--- src/rtl/ex_wb_stage.sv ---
// Execute stage plus EX/WB pipeline register.
// Single-cycle ALU ops complete on the next edge. MUL runs an iterative
// shift-add multiply, one multiplier bit per edge. It stalls upstream through
// Busy for DATA_W cycles. The registered EX/WB outputs also feed the
// forwarding unit's compare.
module ex_wb_stage #(
  parameter int DATA_W  = 8,
  parameter int SHAMT_W = 3
) (
  input  logic              Clk,
  input  logic              Reset_n,
  input  logic              In_Valid,
  input  logic              Flush,
  input  logic [2:0]        ID_EX_Alu_Op,
  input  logic [DATA_W-1:0] ID_EX_Read_Data1,
  input  logic [DATA_W-1:0] ID_EX_Read_Data2,
  input  logic [2:0]        ID_EX_Write_Reg_Num,
  input  logic              ID_EX_RegWrite,
  input  logic              Fwd_signal,
  output logic              Busy,
  output logic              EX_WB_Valid,
  output logic              EX_WB_RegWrite,
  output logic [2:0]        EX_WB_Write_Reg_Num,
  output logic [DATA_W-1:0] EX_WB_Write_Data
);

  localparam logic [2:0] OP_ADD = 3'b000;
  localparam logic [2:0] OP_SUB = 3'b001;
  localparam logic [2:0] OP_AND = 3'b010;
  localparam logic [2:0] OP_OR  = 3'b011;
  localparam logic [2:0] OP_XOR = 3'b100;
  localparam logic [2:0] OP_SHL = 3'b101;
  localparam logic [2:0] OP_SHR = 3'b110;
  localparam logic [2:0] OP_MUL = 3'b111;

  typedef enum logic {
    IDLE = 1'b0,
    MUL  = 1'b1
  } state_t;

  state_t              state_reg, state_next;
  logic [SHAMT_W-1:0]  count_reg, count_next;
  logic [DATA_W-1:0]   mcand_reg, mcand_next;
  logic [DATA_W-1:0]   mplier_reg, mplier_next;
  logic [DATA_W-1:0]   acc_reg, acc_next;
  logic [2:0]          dest_reg, dest_next;
  logic                rw_reg, rw_next;

  logic                valid_reg, valid_next;
  logic                regwrite_reg, regwrite_next;
  logic [2:0]          wnum_reg, wnum_next;
  logic [DATA_W-1:0]   wdata_reg, wdata_next;

  logic [DATA_W-1:0]   op_a;
  logic [DATA_W-1:0]   op_b;
  logic [SHAMT_W-1:0]  shamt;
  logic [DATA_W-1:0]   alu_result;
  logic [DATA_W-1:0]   acc_step;
  logic                last_step;

  // Operand A is forwarded from the registered EX/WB result when requested.
  always_comb begin
    op_a  = Fwd_signal ? wdata_reg : ID_EX_Read_Data1;
    op_b  = ID_EX_Read_Data2;
    shamt = op_b[SHAMT_W-1:0];
  end

  // Single-cycle ALU; MUL is handled by the iterative datapath instead.
  always_comb begin
    alu_result = '0;
    case (ID_EX_Alu_Op)
      OP_ADD:  alu_result = op_a + op_b;
      OP_SUB:  alu_result = op_a - op_b;
      OP_AND:  alu_result = op_a & op_b;
      OP_OR:   alu_result = op_a | op_b;
      OP_XOR:  alu_result = op_a ^ op_b;
      OP_SHL:  alu_result = op_a << shamt;
      OP_SHR:  alu_result = op_a >> shamt;
      default: alu_result = '0;
    endcase
  end

  // One shift-add step; the final step's sum is the product written back.
  always_comb begin
    acc_step  = acc_reg + (mplier_reg[0] ? mcand_reg : '0);
    last_step = (count_reg == SHAMT_W'(DATA_W - 1));
  end

  // Next-state and EX/WB load logic; Flush overrides everything else.
  always_comb begin
    state_next    = state_reg;
    count_next    = count_reg;
    mcand_next    = mcand_reg;
    mplier_next   = mplier_reg;
    acc_next      = acc_reg;
    dest_next     = dest_reg;
    rw_next       = rw_reg;
    valid_next    = 1'b0;
    regwrite_next = 1'b0;
    wnum_next     = wnum_reg;
    wdata_next    = wdata_reg;

    case (state_reg)
      IDLE: begin
        if (!Flush && In_Valid) begin
          if (ID_EX_Alu_Op == OP_MUL) begin
            state_next  = MUL;
            count_next  = '0;
            mcand_next  = op_a;
            mplier_next = op_b;
            acc_next    = '0;
            dest_next   = ID_EX_Write_Reg_Num;
            rw_next     = ID_EX_RegWrite;
          end else begin
            valid_next    = 1'b1;
            regwrite_next = ID_EX_RegWrite;
            wnum_next     = ID_EX_Write_Reg_Num;
            wdata_next    = alu_result;
          end
        end
      end
      MUL: begin
        if (Flush) begin
          state_next = IDLE;
        end else begin
          acc_next    = acc_step;
          mcand_next  = mcand_reg << 1;
          mplier_next = mplier_reg >> 1;
          count_next  = count_reg + SHAMT_W'(1);
          if (last_step) begin
            state_next    = IDLE;
            valid_next    = 1'b1;
            regwrite_next = rw_reg;
            wnum_next     = dest_reg;
            wdata_next    = acc_step;
          end
        end
      end
      default: state_next = IDLE;
    endcase
  end

  // State, multiplier and EX/WB registers with asynchronous clear.
  always_ff @(posedge Clk or negedge Reset_n) begin
    if (!Reset_n) begin
      state_reg    <= IDLE;
      count_reg    <= '0;
      mcand_reg    <= '0;
      mplier_reg   <= '0;
      acc_reg      <= '0;
      dest_reg     <= '0;
      rw_reg       <= 1'b0;
      valid_reg    <= 1'b0;
      regwrite_reg <= 1'b0;
      wnum_reg     <= '0;
      wdata_reg    <= '0;
    end else begin
      state_reg    <= state_next;
      count_reg    <= count_next;
      mcand_reg    <= mcand_next;
      mplier_reg   <= mplier_next;
      acc_reg      <= acc_next;
      dest_reg     <= dest_next;
      rw_reg       <= rw_next;
      valid_reg    <= valid_next;
      regwrite_reg <= regwrite_next;
      wnum_reg     <= wnum_next;
      wdata_reg    <= wdata_next;
    end
  end

  // Outputs come straight from registers.
  always_comb begin
    Busy                = (state_reg == MUL);
    EX_WB_Valid         = valid_reg;
    EX_WB_RegWrite      = regwrite_reg;
    EX_WB_Write_Reg_Num = wnum_reg;
    EX_WB_Write_Data    = wdata_reg;
  end

endmodule

--- config.mk ---
export PLATFORM = sky130hd
export DESIGN_NAME = ex_wb_stage
export DESIGN_NICKNAME = d
export VERILOG_FILES = /design/src/rtl/ex_wb_stage.sv
export SDC_FILE = /design/constraint.sdc
export NUM_CORES = 1
export LEC_CHECK = 0
export CORE_UTILIZATION = 50
export CTS_CLUSTER_SIZE = 10
export DETAILED_ROUTE_END_ITERATION = 10
export GPL_TIMING_DRIVEN = 1
export HOLD_SLACK_MARGIN = 0.05
export PLACE_DENSITY_LB_ADDON = 0.12
export SLEW_MARGIN = 0
export SYNTH_ARGS = -nofsm -noshare
export SYNTH_HDL_FRONTEND = slang
export SYNTH_SLANG_ARGS = --single-unit
--- constraint.sdc ---
create_clock -name Clk -period 5.4 [get_ports Clk]
set_input_delay 0.81 -clock Clk [delete_from_list [all_inputs] [get_ports Clk]]
set_output_delay 0.81 -clock Clk [all_outputs]
set_load 0.005 [all_outputs]
==> impl_metrics.json <==
{
  "final_cell_mix": "nand2_1 (55), dfrtp_1 (45), o21ai_0 (40), clkdlybuf4s50_1 (40), ha_1 (35)",
  "peakVddDrop_mv": 0.136,
  "die-area_um2": 8510,
  "p_total_mw": 1.13,
  "cts_made_buffers": 5,
  "die_h_um": 92.2,
  "min_period_ps": 3840,
  "yosys.area_share.xor_xnor_pct": 2.58,
  "synth_top_family_by_area": "compound AO/OA/AOI/OAI gates",
  "clock_latency_ps": 310,
  "grt_pass1_wl_um": 17000,
  "drv_slew": 0,
  "clk_path_buf_depth": 2,
  "via_count": 3540,
  "area_growth_pct": 13.9,
  "grtUsageTotal_pct": 25.6,
  "grt.busiest_layer": "met2",
  "synth.yosys.seq_area_share_pct": 27.7,
  "drt_pass1_iterations": 5,
  "root_buffer": "clkbuf_8",
  "multi_input_area_um2": 2750,
  "postCtsSetupBuffers": 0,
  "worstSetupPathType": "in2reg",
  "synth_fp_nets": 513,
  "critPathArrivalTime_ps": 4030,
  "start_kind": "primary input",
  "wl_per_cell_um": 17.9,
  "portBuffers": 41,
  "cap_viol_max_count": 0,
  "synth_compound_area_share_pct": 19.9,
  "antenna_cells": 0,
  "slew_headroom_pct": 31.0,
  "boundaryPins": 42,
  "synth.ff_latch_count": 45,
  "end_kind": "flip-flop",
  "leakagePower_nw": 2.07,
  "synth_top_area_share_pct": 27.7,
  "async_reset_ff_share_pct": 100,
  "post-dp-hpwl_um": 7710,
  "setup_violations": 0,
  "num-nets-final": 542,
  "synth_ff_type": "dfrtp_1",
  "fin_worst_skew_ps": 9.51,
  "muxShareOfSynthArea_pct": 17.4,
  "yosysTopAreaCell": "dfrtp_1",
  "layout_commonest_cell": "nand2_1",
  "drive_above_1_share_pct": 9.21,
  "synth_edf_count": 0,
  "drt-initial-drc-count": 255,
  "ys_top_cells_by_area": "dfrtp_1 (28%), ha_1 (11%), nand2_1 (5.1%)",
  "antenna_found_initial": 0,
  "ys_types": 66,
  "grt_util_met2_pct": 42.0,
  "cts_tree": "built",
  "cp.required_ps": 5590,
  "syn_inst": 448,
  "die_w_um": 92.2,
  "grt.met1_usage_pct": 35.6,
  "drc": 0,
  "r2r_slack_ps": 2510,
  "cp_max_fo": 18,
  "tightest_slew_ps": 1030,
  "viasPerCell": 6.10,
  "ant_nets": 0,
  "grt_max_degree": 50,
  "synth_warnings": 0,
  "floorplan.rows": 32,
  "regArea_um2": 1130,
  "hold_buffers": 0,
  "final_hold_viol_count": 0,
  "grt-ovfl-total": 0,
  "start_util_pct": 52.1,
  "fin_crit_sh_pct": 71.2,
  "fin_tns_setup_ps": 0,
  "fmax_ghz": 0.260,
  "power_density_nw_per_um2": 244,
  "cts_max_level": 2,
  "hold_path.class": "reg2reg",
  "synth_simple_gate_area_share_pct": 15.9,
  "coreArea_um2": 7810,
  "synthAdderAreaFrac_pct": 11.7,
  "place.gp.congestion": 0.895,
  "drt_wl_total_um": 10400,
  "clk_pin_slew_ps": 100,
  "avgSynthCellArea_um2": 9.09,
  "grt_setup_unrepaired": "false",
  "cts_resized": 0,
  "fillers": 700,
  "netlist_area_um2": 4070,
  "met3_usage_pct": 4.64,
  "grt_pass1_vias": 3343,
  "status": "completed",
  "clkSinkCount": 45
}
## kinds of logic after synthesis
| group | Yosys count |
|---|---|
| compound gates | 123 |
| xor+xnor | 12 |
| fa+ha+maj | 37 |
| buf+inv | 49 |
| simple gates | 134 |
| mux | 48 |
| flops | 45 |
## final cells by class
cell class | count | share of cell area (%)
Multi-Input combinational cell | 354 | 59.2
Sequential cell | 45 | 24.3
Timing Repair Buffer | 49 | 10.0
Tap cell | 102 | 2.75
Inverter | 22 | 1.78
Clock buffer | 5 | 1.48
Clock inverter | 3 | 0.459
## power by group
group,internal [mW],switching [mW]
sequential,0.399,0.0582
combinational,0.226,0.234
clock,0.0919,0.123
total,0.717,0.415
## Yosys cell counts, types with 10 or more instances
cell type,number
nand2_1,55
dfrtp_1,45
o21ai_0,40
ha_1,35
nor2_1,25
inv_1,22
clkbuf_1,21
a21oi_1,20
mux2i_1,19
mux2_2,13
and2_1,11
a22oi_1,10
xnor2_1,10
## critical path: stages
cell             delay, ps
clkdlybuf4s50_1        400
buf_4                  200
inv_1                  400
ha_1                   330
mux2_2                 290
fa_1                   410
nor2b_1                180
o21a_1                 150
o21ai_0                140
a32o_1                 290
a211oi_1               270
o21ai_0                140
## metrics by stage
stage	utilization, %	setup slack (ps)	cell area [um^2]	hold slack [ps]	cells
6_report	59.4	1560	4640	490	580
3_3_place_gp	58.2	1310	4550	467	572
4_1_cts	59.4	1580	4640	493	580
5_1_grt	59.4	1350	4640	519	580
2_1_floorplan	-	1820	4070	448	448
3_5_place_dp	58.2	1260	4550	472	572
## per-layer routing
layer | up-vias | wire length [um]
met5 | - | 0
met4 | 0 | 116
met2 | 134 | 4840
li1 | 1705 | -
met1 | 1690 | 4690
met3 | 11 | 762
## worst paths after layout
check	from	endpoint	depth (start not counted)
min	mcand_reg[7]$_DFFE_PN0P_	mcand_reg[7]$_DFFE_PN0P_	2
max	ID_EX_Read_Data2[1]	EX_WB_Write_Data[4]$_DFFE_PN0P_	12
min reg2reg	mcand_reg[7]$_DFFE_PN0P_	mcand_reg[7]$_DFFE_PN0P_	2
max reg2reg	Busy$_DFF_PN0_	acc_reg[6]$_DFFE_PN0P_	5
max in group asynchronous	Reset_n	mplier_reg[5]$_DFFE_PN0P_	1
min in group asynchronous	Reset_n	EX_WB_Write_Data[1]$_DFFE_PN0P_	1
No activity file was read; power rests on OpenSTA's default activity.
